[src/rtl/serial_twos_complementer_if.sv]
// Serial two's-complementer handshake bundle.
// COMPL_OVF_DETECT_EN adds the ovf signal to the bundle and both modports.
interface serial_twos_complementer_if;
    logic start;
    logic data_valid;
    logic data;
    logic q;
    logic q_valid;
    logic done;
    logic busy;
`ifdef COMPL_OVF_DETECT_EN
    logic ovf;

    modport master (
        output start, data_valid, data,
        input  q, q_valid, done, busy, ovf
    );

    modport slave (
        input  start, data_valid, data,
        output q, q_valid, done, busy, ovf
    );
`else
    modport master (
        output start, data_valid, data,
        input  q, q_valid, done, busy
    );

    modport slave (
        input  start, data_valid, data,
        output q, q_valid, done, busy
    );
`endif
endinterface

[src/rtl/serial_twos_complementer.sv]
// Bit-serial two's complementer: LSB-first in, -x mod 2^WIDTH out, one registered
// result bit per accepted input bit. Bits pass unchanged up to and including the
// first 1, later bits are inverted.
// Optional feature macro: COMPL_OVF_DETECT_EN (ovf flag for the most negative input).
module serial_twos_complementer #(
    parameter int unsigned WIDTH = 8
) (
    input logic                          clk,
    input logic                          reset,
    serial_twos_complementer_if.slave    bus
);

    localparam int unsigned CntW = (WIDTH > 2) ? $clog2(WIDTH) : 1;
    localparam logic [CntW-1:0] LastCnt = CntW'(WIDTH - 1);

    typedef enum logic [1:0] {StIdle, StPass, StInv} state_e;

    state_e          state_q, state_d;
    logic [CntW-1:0] cnt_q, cnt_d;
    logic            q_q, q_d;
    logic            q_valid_q, q_valid_d;
    logic            done_q, done_d;
`ifdef COMPL_OVF_DETECT_EN
    logic            ovf_q, ovf_d;
`endif

    // State and output registers; reset aborts any word in progress.
    always_ff @(posedge clk or posedge reset) begin
        if (reset) begin
            state_q   <= StIdle;
            cnt_q     <= '0;
            q_q       <= 1'b0;
            q_valid_q <= 1'b0;
            done_q    <= 1'b0;
`ifdef COMPL_OVF_DETECT_EN
            ovf_q     <= 1'b0;
`endif
        end else begin
            state_q   <= state_d;
            cnt_q     <= cnt_d;
            q_q       <= q_d;
            q_valid_q <= q_valid_d;
            done_q    <= done_d;
`ifdef COMPL_OVF_DETECT_EN
            ovf_q     <= ovf_d;
`endif
        end
    end

    // Next-state: accept a bit, emit pass/inverted copy, track the first 1 and word length.
    always_comb begin
        state_d   = state_q;
        cnt_d     = cnt_q;
        q_d       = q_q;
        q_valid_d = 1'b0;
        done_d    = 1'b0;
`ifdef COMPL_OVF_DETECT_EN
        ovf_d     = 1'b0;
`endif
        unique case (state_q)
            StIdle: begin
                if (bus.start && bus.data_valid) begin
                    q_d       = bus.data;
                    q_valid_d = 1'b1;
                    cnt_d     = CntW'(1);
                    state_d   = bus.data ? StInv : StPass;
                end
            end
            StPass, StInv: begin
                // start is ignored here: the bit simply continues the current word
                if (bus.data_valid) begin
                    q_d       = (state_q == StInv) ? ~bus.data : bus.data;
                    q_valid_d = 1'b1;
                    if (cnt_q == LastCnt) begin
                        cnt_d   = '0;
                        state_d = StIdle;
                        done_d  = 1'b1;
`ifdef COMPL_OVF_DETECT_EN
                        // only 1<<(WIDTH-1) reaches its MSB still in PASS with a 1
                        ovf_d   = (state_q == StPass) && bus.data;
`endif
                    end else begin
                        cnt_d = cnt_q + 1'b1;
                        if (state_q == StPass && bus.data) begin
                            state_d = StInv;
                        end
                    end
                end
            end
            default: begin
                state_d = StIdle;
                cnt_d   = '0;
            end
        endcase
    end

    assign bus.q       = q_q;
    assign bus.q_valid = q_valid_q;
    assign bus.done    = done_q;
    assign bus.busy    = (state_q != StIdle);
`ifdef COMPL_OVF_DETECT_EN
    assign bus.ovf     = ovf_q;
`endif

endmodule

[src/flat_wrapper.sv]
// flat-port wrapper written by rule: the top's interface ports become plain ports
module serial_twos_complementer_flat 
#(
    parameter int unsigned WIDTH = 8
)
  (clk, reset, bus_start, bus_data_valid, bus_data, bus_q, bus_q_valid, bus_done, bus_busy);
  serial_twos_complementer_if bus_i ();
  input logic clk;
  input logic reset;
  input wire logic [$bits(bus_i.start)-1:0] bus_start;
  input wire logic [$bits(bus_i.data_valid)-1:0] bus_data_valid;
  input wire logic [$bits(bus_i.data)-1:0] bus_data;
  output wire logic [$bits(bus_i.q)-1:0] bus_q;
  output wire logic [$bits(bus_i.q_valid)-1:0] bus_q_valid;
  output wire logic [$bits(bus_i.done)-1:0] bus_done;
  output wire logic [$bits(bus_i.busy)-1:0] bus_busy;
  assign bus_i.start = bus_start;
  assign bus_i.data_valid = bus_data_valid;
  assign bus_i.data = bus_data;
  assign bus_q = bus_i.q;
  assign bus_q_valid = bus_i.q_valid;
  assign bus_done = bus_i.done;
  assign bus_busy = bus_i.busy;
  serial_twos_complementer #(.WIDTH(WIDTH)) u_core (.clk(clk), .reset(reset), .bus(bus_i));
endmodule
[config.mk]
export PLATFORM = sky130hd
export DESIGN_NAME = serial_twos_complementer_flat
export DESIGN_NICKNAME = d
export VERILOG_FILES = /design/src/rtl/serial_twos_complementer_if.sv /design/src/rtl/serial_twos_complementer.sv /design/src/flat_wrapper.sv
export SDC_FILE = /design/constraint.sdc
export NUM_CORES = 1
export LEC_CHECK = 0
export ABC_AREA = 1
export ABC_CLOCK_PERIOD_IN_PS = 2200
export CORE_AREA = 2 2 39 41
export DETAILED_ROUTE_END_ITERATION = 6
export DIE_AREA = 0 0 41 43
export DONT_BUFFER_PORTS = 1
export MAX_ROUTING_LAYER = met4
export PLACE_DENSITY_LB_ADDON = 0.25
export SLEW_MARGIN = 20
export SYNTH_ARGS = -nofsm -noshare
export SYNTH_HDL_FRONTEND = slang
export SYNTH_SLANG_ARGS = --single-unit
[constraint.sdc]
create_clock -name clk -period 2.2 [get_ports clk]
set_clock_uncertainty 0.15 [all_clocks]
set_input_delay 0.44 -clock clk [delete_from_list [all_inputs] [get_ports clk]]
set_output_delay 0.44 -clock clk [all_outputs]
set_load 0.02 [all_outputs]
# [After elaboration in Yosys (flattened, before gate mapping)]
# Cells that the tools add are included.
[word_totals] register_bits=8 out_inout_bits=4
[classes] mux=20 n_bitwise=1 n_reduce_logical=9 n_addsub=1 n_eq_ne=6
[op_table] cell="2-bit 2-to-1 mux" count=5
[op_table] cell="3-bit 2-to-1 mux" count=3
[op_table] cell="1-bit 2-to-1 mux" count=8
[op_table] cell="3-bit case mux with 2 select lines" count=1
[op_table] cell="3-bit AND reduction" count=2
[op_table] cell="1-bit case mux with 2 select lines" count=2
[op_table] cell="2-bit case mux with 2 select lines" count=1
[op_table] cell="2-bit nonzero test" count=2
[op_table] cell="3-bit by 1-bit adder with 3-bit output (second input constant)" count=1
[op_table] cell="3-bit == test (second input constant)" count=1
[op_table] cell="3-bit by 1-bit inequality test with 1-bit output (second input constant)" count=1
[op_table] cell="2-bit by 1-bit == test with 1-bit output (second input constant)" count=1
[op_table] cell="2-bit == test (second input constant)" count=1
[op_table] cell="1-bit logical AND" count=2
[op_table] cell="2-bit logical NOT" count=1
[op_table] cell="2-bit by 1-bit inequality test with 1-bit output (second input constant)" count=1
[op_table] cell="2-bit inequality test (second input constant)" count=1
[op_table] cell="2-bit AND reduction" count=1
[op_table] cell="2-bit OR reduction" count=1
[op_table] cell="1-bit inverter" count=1

# [Depth between registers and ports, before layout]
[logic_depth] word_depth=6 mapped_depth=8 mapped_depth_nobuf=8

# [Worst setup path before layout]
# No wires, ideal clock.
[synth_timing] path_kind="reg-to-reg" startpoint="reg u_core.state_q[0]" endpoint="reg u_core.state_q[1]" required_time_ns=1.934 path_buffers=0 setup_ns=0.116 synth_period_minus_slack_ns=1.451 path_stages_with_launch=9 arrival_time_ns=1.184 slack_ns=0.749 path_cell_list="dfrtp_1 > inv_1 > ha_1 > nand2_2 > nand2_1 > nand2_1 > nand2_1 > nand2_1 > nand2_1"
[synth_via] elab_chain_len=4 elab_cells_between_ends=10 classes_between="eq/ne (5); mux (1); reduce/logical (4)"
[synth_lines] item="start, declared" line_no="serial_twos_complementer.sv:18" text="state_e state_q, state_d;"
[synth_lines] item="start signal, assigned" line_no="serial_twos_complementer.sv:30" text="state_q <= StIdle;"
[synth_lines] item="start signal, assigned" line_no="serial_twos_complementer.sv:39" text="state_q <= state_d;"
[synth_lines] item="2-bit by 1-bit == test with 1-bit output or 2-bit == test (tied branches)" line_no="serial_twos_complementer.sv:60, serial_twos_complementer.sv:84"
[synth_lines] item="2-bit OR reduction or 1-bit logical AND (tied branches)" line_no="serial_twos_complementer.sv:60, serial_twos_complementer.sv:84"
[synth_lines] item="3-bit by 1-bit inequality test with 1-bit output (no line) or 2-bit inequality test (tied branches)"
[synth_lines] item="3-bit AND reduction (no line)"
# Several ways; a longest one is shown, not always the timed one.
# A chain may end at the register's enable or synchronous reset.

# [Final worst setup path]
[layout_timing] startpoint="reg u_core.state_q[0]" endpoint="out bus_busy"
[layout_via] elab_chain_len=1
[layout_lines] item="2-bit nonzero test" line_no="serial_twos_complementer.sv:100" text="assign bus.busy = (state_q != StIdle);"
[layout_lines] item="end, declared" line_no="flat_wrapper.sv:16" text="output wire logic [$bits(bus_i.busy)-1:0] bus_busy;"
# Every way passes these cells.

==> summary.md <==
| Metric | Value |
|---|---|
| Status | `finished, final reports clean` |
| CTS buffer count | `3` |
| Clock Sinks | `8` |
| Slew HR | `0.793` |
| Critical Path Source | `u_core.state_q[0]` |
| Hold WS | `0.171 ns` |
| Placed cell count | `88` |
| Syn-to-layout area delta | `9.84%` |
| Post-route insts no fill | `92` |
| Multiplexer share of the synthesized area | `0` |
| Mapped cell area | `534 um2` |
| Port Buf Inserts | `0` |
| Startpoint types | `register` |
| Yosys warnings | `0` |
| FF+latch count, synth | `8` |
| Clock Latency Late Sink | `0.25 ns` |
| RSZ-0062 raised after global routing | `no` |
| Final Power | `0.798 mW` |
| WS Path Type | `register to primary output` |
| DR vias/cell | `4.72` |
| Max-slew violation count | `0` |
| Maximum root-to-sink buffer count | `2` |
| Synthesized instance count | `72` |
| Post-Synth Adder-Cell Area | `0.187` |
| Post-synthesis xor/xnor area fraction | `0` |
| Router iterations before antenna repair | `4` |
| Slew @ Worst Pin | `0.310 ns` |
| Post-synthesis compound-gate area fraction | `0.0562` |
| Final setup violation count | `0` |
| Wire length of the first global-routing pass | `1550 um` |
| Routed via count | `434` |
| GR Util All Layers | `0.143` |
| Post-synth top flop | `dfrtp_1` |
| Total wire length | `999 um` |
| Worst R2R Start | `u_core.state_q[0]` |
| Number of cell rows | `14` |
| Power Dens Cells | `1360 nW/um2` |
| # hold bufs at CTS | `1` |
| Antenna-violating nets left | `0` |
| Simple-Gate Fraction of Synth Area | `0.304` |
| CP Data Arrival Time | `1.25 ns` |
| Initial Utilization | `0.386` |
| Filler cells | `141` |
| Setup TNS | `0 ns` |
| Global placer's final weighted congestion | `0.791` |
| Leak | `0.340 nW` |
| Post-Syn Nets | `85` |
| Post-synth EDFFs | `0` |
| WL/cell | `10.9 um` |
| IO Pins | `9` |
| FFs w/ async S/R, synth | `1.00` |
| Met3 Usage GRT | `0.0366` |
| Yosys cell types | `10` |
| Synth area leaders | `dfrtp_1 (37%), nand2_1 (19%), ha_1 (19%)` |
| Max Fclk | `0.543 GHz` |
| Synth top area share | `0.375` |
| CTS tree | `done` |
| Seq/Total Area, Yosys | `0.375` |
| Min-delay src | `bus_data_valid` |
| Busiest grt layer | `met2` |
| Largest fanout on the critical path | `4` |
| Root buf cell | `clkbuf_4` |
| Reg clk slew, reported paths | `0.05 ns` |
| Initial antenna violation count | `0` |
| Ant. Diodes | `0` |
| CP required | `1.61 ns` |
| Largest vdd supply drop | `573 uV` |
| Layout cell share with drive strength beyond 1 | `0.0658` |
| Post-route DRC violation count | `0` |
| Top cells by count, synth | `nand2_1 (27), inv_1 (11), dfrtp_1 (8), ha_1 (8)` |
| Tightest Hold Check Type | `input pin to register` |
| Htree depth | `1` |
| Net count, final | `91` |
| Max cap viols | `0` |
| Hold Violations, Final | `0` |
| Syn_area_per_cell | `7.42 um2` |
| Largest family of logic cells by synthesized area | `simple AND/OR/NAND/NOR gates` |
| Gr ovfl total | `0` |
| HPWL after DPL | `791 um` |
| Post-CTS sizing | `0` |
| DR iter-0 viols | `10` |
| Reg2Reg Depth | `8` |
| Most frequent cell after synthesis | `nand2_1` |
| Die H | `43 um` |
| Met2 usage | `0.197` |
| Vias in the first global route | `382` |
| Hold Path Depth | `2` |
| Die area | `1760 um2` |
| Fin util | `0.424` |
| Fin crit share | `0.837` |
| Fin crit period | `1.84 ns` |
| Post-CTS Setup Bufs | `0` |
| Maximum number of pins on one net before global-route repair | `9` |
| Nature of the critical path endpoint | `primary output` |
| Core area | `1380 um2` |
| Die W | `41 um` |
| M1 GR Usage | `0.156` |
| Leading area contributor after synthesis | `dfrtp_1` |
## routing by layer
layer,routed length (um),up-vias
li1,-,230
met1,445,193
met2,475,7
met3,41,4
met4,36,0
met5,0,-
## through the flow
| stage | setup slack [ns] | cell area [um2] |
|---|---|---|
| 2_1_floorplan | 0.749 | 534 |
| 3_3_place_gp | 0.594 | 554 |
| 3_5_place_dp | 0.602 | 554 |
| 4_1_cts | 0.356 | 587 |
| 5_1_grt | 0.256 | 587 |
| 6_report | 0.358 | 587 |
## sequential cells by signal, summed over array words and instances (netlist names)
register	count
u_core.state_q	2
u_core.bus.q	1
u_core.bus.done	1
u_core.cnt_q	3
u_core.bus.q_valid	1
## path summary, 6_finish.rpt
| check | slack, ns | end |
|---|---|---|
| worst max-delay path | 0.36 | bus_busy |
| worst min-delay path | 0.17 | u_core.bus.done |
| worst max register to register | 0.59 | u_core.state_q[1] |
| worst min register to register | 0.35 | u_core.cnt_q[1] |
| max in group asynchronous | 1.24 | u_core.cnt_q[1] |
| min in group asynchronous | 0.42 | u_core.cnt_q[0] |
## power by group
group | internal [mW] | switching, mW | total, mW
clock network | 0.0623 | 0.0486 | 0.111
registers | 0.207 | 0.0693 | 0.276
logic | 0.151 | 0.260 | 0.411
## placed cells by master (no fill, tap or decap), drive strengths merged
master,count
nand2,28
inv,11
ha,8
dfrtp,8
nand3,5
nor2,5
o21ai,4
clkbuf,3
a21oi,2
nand3b,1
dlygate4sd3,1
## worst max-delay path: stages (launching register included)
cell	delay [ns]
dfrtp_1	0.40
inv_1	0.10
ha_1	0.25
inv_1	0.24
## final cells by class
| cell class | count | area, um2 | share of cell area |
|---|---|---|---|
| inverters | 11 | 41.3 | 0.0704 |
| well taps | 16 | 20.0 | 0.0341 |
| multi-input cells | 53 | 293 | 0.499 |
| flip-flops and latches | 8 | 200 | 0.341 |
| clock buffers | 3 | 22.5 | 0.0384 |
| repair buffers | 1 | 10.0 | 0.0171 |
## logic make-up (layout without fill, tap and decap cells)
| group | Yosys count | in the layout |
|---|---|---|
| AND/OR/NAND/NOR | 39 | 39 |
| buffers and inverters | 11 | 15 |
| adder cells (fa/ha/maj) | 8 | 8 |
| flip-flops | 8 | 8 |
| AO/OA/AOI/OAI | 6 | 6 |
No activity file was read; power rests on OpenSTA's default activity.
